`src/rtl/fetch_queue2.sv`:
```
// rtl/fetch_queue2.sv - two-wide show-ahead instruction queue between fetch and decode
//
// Purpose:
//   Circular queue of DEPTH {data, pc} entries. Each cycle it accepts 0..2
//   entries from IF and exposes the two oldest entries to ID in show-ahead
//   form. ID consumes 0..2 of them each cycle. clr_i flushes in one cycle.
//
// Ports:
//   clk, rst                      clock, synchronous active-high reset
//   rdy                           global enable; low freezes all state
//   clr_i                         synchronous flush (same effect as rst)
//   push_cnt_i                    entries offered by IF (0..2, 3 treated as 0)
//   push_data0_i/push_pc0_i       older offered entry
//   push_data1_i/push_pc1_i       younger offered entry
//   push_ready_o                  at least two free slots this cycle
//   pop_cnt_i                     entries consumed by ID (0..2, 3 treated as 2)
//   out_valid_o                   bit0 head valid, bit1 head+1 valid
//   out_data0_o/out_pc0_o         head entry
//   out_data1_o/out_pc1_o         head+1 entry
//   count_o                       current occupancy
//   afull_o                       occupancy >= DEPTH - AFULL_MARGIN

module fetch_queue2 #(
  parameter int DATA_W       = 32,
  parameter int PC_W         = 32,
  parameter int DEPTH        = 16,
  parameter int AFULL_MARGIN = 2
) (
  input  logic                       clk,
  input  logic                       rst,
  input  logic                       rdy,
  input  logic                       clr_i,
  input  logic [1:0]                 push_cnt_i,
  input  logic [DATA_W-1:0]          push_data0_i,
  input  logic [PC_W-1:0]            push_pc0_i,
  input  logic [DATA_W-1:0]          push_data1_i,
  input  logic [PC_W-1:0]            push_pc1_i,
  output logic                       push_ready_o,
  input  logic [1:0]                 pop_cnt_i,
  output logic [1:0]                 out_valid_o,
  output logic [DATA_W-1:0]          out_data0_o,
  output logic [PC_W-1:0]            out_pc0_o,
  output logic [DATA_W-1:0]          out_data1_o,
  output logic [PC_W-1:0]            out_pc1_o,
  output logic [$clog2(DEPTH):0]     count_o,
  output logic                       afull_o
);

  localparam int AW = $clog2(DEPTH);
  localparam int CW = AW + 1;

  logic [DATA_W-1:0] r_data [DEPTH];
  logic [PC_W-1:0]   r_pc   [DEPTH];
  logic [AW-1:0]     r_head;
  logic [AW-1:0]     r_tail;
  logic [CW-1:0]     r_count;

  logic [1:0]        w_push_req;
  logic [1:0]        w_pushn;
  logic [1:0]        w_pop_req;
  logic [1:0]        w_popn;
  logic [AW-1:0]     w_head1;
  logic [AW-1:0]     w_tail1;
  logic              w_advance;

  // Ready depends only on the registered count, so a same-cycle pop never
  // feeds combinationally into push_ready_o.
  assign push_ready_o = (r_count <= CW'(DEPTH - 2));

  // Illegal push count 3 is dropped; illegal pop count 3 acts as 2.
  assign w_push_req = (push_cnt_i == 2'd3) ? 2'd0 : push_cnt_i;
  assign w_pushn    = push_ready_o ? w_push_req : 2'd0;
  assign w_pop_req  = (pop_cnt_i == 2'd3) ? 2'd2 : pop_cnt_i;
  // Over-request is clamped to occupancy; only happens when count <= 1.
  assign w_popn     = (CW'(w_pop_req) > r_count) ? r_count[1:0] : w_pop_req;

  assign w_head1    = r_head + AW'(1);
  assign w_tail1    = r_tail + AW'(1);
  assign w_advance  = !rst && !clr_i && rdy;

  always_ff @(posedge clk) begin
    if (rst || clr_i) begin
      r_head  <= '0;
      r_tail  <= '0;
      r_count <= '0;
    end else if (rdy) begin
      r_head  <= r_head + AW'(w_popn);
      r_tail  <= r_tail + AW'(w_pushn);
      r_count <= r_count + CW'(w_pushn) - CW'(w_popn);
    end
  end

  // Array contents are never reset; only pointers define what is valid.
  always_ff @(posedge clk) begin
    if (w_advance && (w_pushn != 2'd0)) begin
      r_data[r_tail] <= push_data0_i;
      r_pc[r_tail]   <= push_pc0_i;
      if (w_pushn == 2'd2) begin
        r_data[w_tail1] <= push_data1_i;
        r_pc[w_tail1]   <= push_pc1_i;
      end
    end
  end

  assign out_valid_o[0] = (r_count >= CW'(1));
  assign out_valid_o[1] = (r_count >= CW'(2));
  assign out_data0_o    = r_data[r_head];
  assign out_pc0_o      = r_pc[r_head];
  assign out_data1_o    = r_data[w_head1];
  assign out_pc1_o      = r_pc[w_head1];
  assign count_o        = r_count;
  assign afull_o        = (r_count >= CW'(DEPTH - AFULL_MARGIN));

endmodule

```
`config.mk`:
```
export PLATFORM = sky130hd
export DESIGN_NAME = fetch_queue2
export DESIGN_NICKNAME = d
export VERILOG_FILES = /design/src/rtl/fetch_queue2.sv
export SDC_FILE = /design/constraint.sdc
export NUM_CORES = 2
export LEC_CHECK = 0
export ABC_CLOCK_PERIOD_IN_PS = 24300
export CELL_PAD_IN_SITES_DETAIL_PLACEMENT = 1
export CELL_PAD_IN_SITES_GLOBAL_PLACEMENT = 1
export CORE_ASPECT_RATIO = 0.9
export CORE_MARGIN = 2
export CORE_UTILIZATION = 35
export DETAILED_ROUTE_END_ITERATION = 16
export PLACE_DENSITY = 0.61
export SLEW_MARGIN = 40
export SYNTH_ARGS = -nofsm -noshare
export SYNTH_HDL_FRONTEND = slang
export SYNTH_SLANG_ARGS = --single-unit
export TNS_END_PERCENT = 20
```
`constraint.sdc`:
```
create_clock -name clk -period 24.3 [get_ports clk]
set_input_delay 7.29 -clock clk [delete_from_list [all_inputs] [get_ports clk]]
set_output_delay 7.29 -clock clk [all_outputs]
set_load 0.02 [all_outputs]
```
==> out/results.txt <==
status - finished clean
gr ovfl total - 0
static leakage - 21.2 nW
maximum vdd ir drop - 0.0554 mV
power per standard cell area - 59.6 mW/mm^2
critical path class - reg2out
Vias - 39000
initial DRC count - 4391
Distinct cells, synth - 46
Hold Path Class - reg2reg
Synth Flop Type - edfxtp_1
Worst R2R Setup Slack - 19.62 ns
sequential area share after synthesis - 0.513
worst slew pin tran - 0.951 ns
worst setup margin - 11.16 ns
Final Power - 4.12 mW
RSZ-0062 raised after global routing - false
pin count of the biggest net entering global routing - 63
Max Fclk - 76.1 MHz
Mapped Nets - 3852
final hold viol count - 0
Final setup viols - 0
FILL cells - 16800
vias in the first global route - 40200
initial antenna violation count - 33
layout net count - 3930
Final min period - 13.14 ns
max_cap viols - 0
Detail Route Antenna Nets - 0
Clk Latency, worst-skew pair - 0.77 ns
final WL - 229 mm
dpl hpwl - 127 mm
I/O Pins - 273
RePlAce Congestion - 0.765
Total GRT Usage - 0.256
worst hold path startpoint - r_tail[3]$_SDFFE_PP0P_
drt via density - 6.34
syn_area_per_cell - 16.4 sq um
area of placed instances - 0.0655 sq mm
Area Growth Syn to Fin - 14.2%
post-DR wirelength/cell - 37.3 um
top post-synthesis cells by area - edfxtp_1 51%, mux4_2 19%, mux2_2 17%
Rows - 144
most frequent cell after synthesis - edfxtp_1
crit end category - output pin
largest buffer count on any clock path - 3
reg2reg path depth - 9
full die area - 0.176 sq mm
H-tree levels - 3
clk sinks - 1041
final hold slack - 0.533 ns
DRC Markers - 0
Synth top area share - 0.508
max_slew headroom - 0.366
Worst Path Max Fanout - 43
post-CTS resize count - 0
clk_skew - 0.0340 ns
Critical Path AT - 5.85 ns
CTS tree - yes
dpl ws - 11.73 ns
Root Driver - clkbuf_16
Reg clk slew, reported paths - 0.07 ns
CTS Buf Count - 116
post-route cell area - 0.0692 sq mm
final period utilization - 0.541
R2R Path Start - count_o[4]$_SDFFE_PP0P_
Post-CTS Setup Bufs - 0
die width - 442 um
asr flop ratio synth - 0
Hold Crit Depth - 2
hold buffers post-CTS - 0
PortBufs - 272
global-route wire length before repair - 321 mm
share of layout cells above drive strength 1 - 0.471
Starting Density - 0.353
total negative slack - 0 ns
Syn Inst Count - 3696
EDFF count, synth - 1024
max-slew violations - 0
Worst Hold End - r_tail[3]$_SDFFE_PP0P_
Post-synth top cells - 1024 x edfxtp_1, 925 x mux2_2, 512 x mux4_2
startpoint class of the critical path - flop
Synth Cell Area - 0.0606 sq mm
Synth Register Bits - 1041
required time worst endpoint - 17.01 ns
Ys Warns - 0
core footprint - 0.172 sq mm
Die H - 399 um
reg-to-reg endpoint - r_pc[3][8]$_DFFE_PP_
Synth area leader - edfxtp_1
drt first pass iters - 5
## layout by cell type (no fill, tap or decap), types with 16 or more instances in the layout
| cell type | Yosys | layout |
|---|---|---|
| inv_1 | 18 | 18 |
| nand2_1 | 76 | 72 |
| mux2_1 | 39 | 39 |
| buf_4 | 0 | 64 |
| nand3_1 | 260 | 260 |
| mux2_2 | 925 | 925 |
| mux2_4 | 60 | 60 |
| clkbuf_16 | 0 | 118 |
| buf_6 | 32 | 38 |
| diode_2 | 0 | 16 |
| edfxtp_1 | 1024 | 1024 |
| clkbuf_1 | 280 | 31 |
| clkinv_2 | 0 | 23 |
| a22oi_1 | 128 | 128 |
| nand4_1 | 67 | 67 |
| clkinv_1 | 1 | 26 |
| mux4_2 | 512 | 512 |
| clkdlybuf4s50_1 | 0 | 272 |
## worst max-delay path by stage
stage,startpoint,end,slack [ns],depth (start not counted)
floorplan,rdy,r_data[0][0]$_DFFE_PP_,11.34,4
global placement,r_head[0]$_SDFFE_PP0P_,out_data1_o[5],11.28,8
detailed placement,r_head[0]$_SDFFE_PP0P_,out_data1_o[5],11.73,8
CTS,r_head[0]$_SDFFE_PP0P_,out_data1_o[5],10.89,8
global route,r_head[0]$_SDFFE_PP0P_,out_data1_o[4],10.69,8
finish,r_head[0]$_SDFFE_PP0P_,out_data1_o[5],11.16,8
## flip-flops by register name, indices dropped and copies added, names as in the netlist, named ones only
name	flops
r_pc	512
r_tail	4
r_data	512
count_o	5
r_head	4
## per-layer routing
layer / track usage / up-vias / wire length [um]
met4: 0.0881 / 14 / 7920
met2: 0.429 / 1847 / 112000
met3: 0.0349 / 382 / 15100
met1: 0.341 / 21300 / 93900
met5: 0 / - / 82
li1: - / 15400 / -
## stage by stage
step                      cells   util
after global placement     5902  0.380
after detailed placement   5917  0.382
after CTS                  6130  0.403
after floorplan            3696      -
after global routing       6143  0.403
final                      6148  0.403
## cells by family (layout without fill, tap and decap cells)
family,count (synthesis),after routing,share of synthesized area
AOI/OAI and AO/OA,168,168,0.0201
xor gates and xnor gates,4,4,0.000579
adders and majority gates,20,20,0.00463
buffers and inverters,448,621,0.0347
DFF,1041,1041,0.513
muxes,1541,1541,0.385
other,0,16,0
and+or+nand+nor,474,474,0.0411
## where the power goes
group | internal, mW | switching [mW] | total [mW]
clock | 0.950 | 0.775 | 1.72
combinational | 0.205 | 0.212 | 0.417
sequential | 1.98 | 0.00660 | 1.98
## worst max-delay path: stages, from the launching register on
cell	delay [ns]
dfxtp_4	0.67
buf_4	0.68
buf_6	0.57
buf_4	0.72
buf_6	0.57
mux4_2	0.61
nand3_1	0.10
nand4_1	0.25
clkdlybuf4s50_1	0.64
## cell type report
class / instances / area, sq um / share of cell area
Inverter: 19 / 71.3 / 0.00103
Clock buffer: 149 / 3070 / 0.0444
Antenna cell: 16 / 40.0 / 0.000579
Timing Repair Buffer: 389 / 3940 / 0.0570
Multi-Input combinational cell: 2207 / 27600 / 0.399
Sequential cell: 1041 / 31100 / 0.450
Tap cell: 2263 / 2830 / 0.0409
Clock inverter: 64 / 492 / 0.00711
Power figures use the tool's default switching activity.
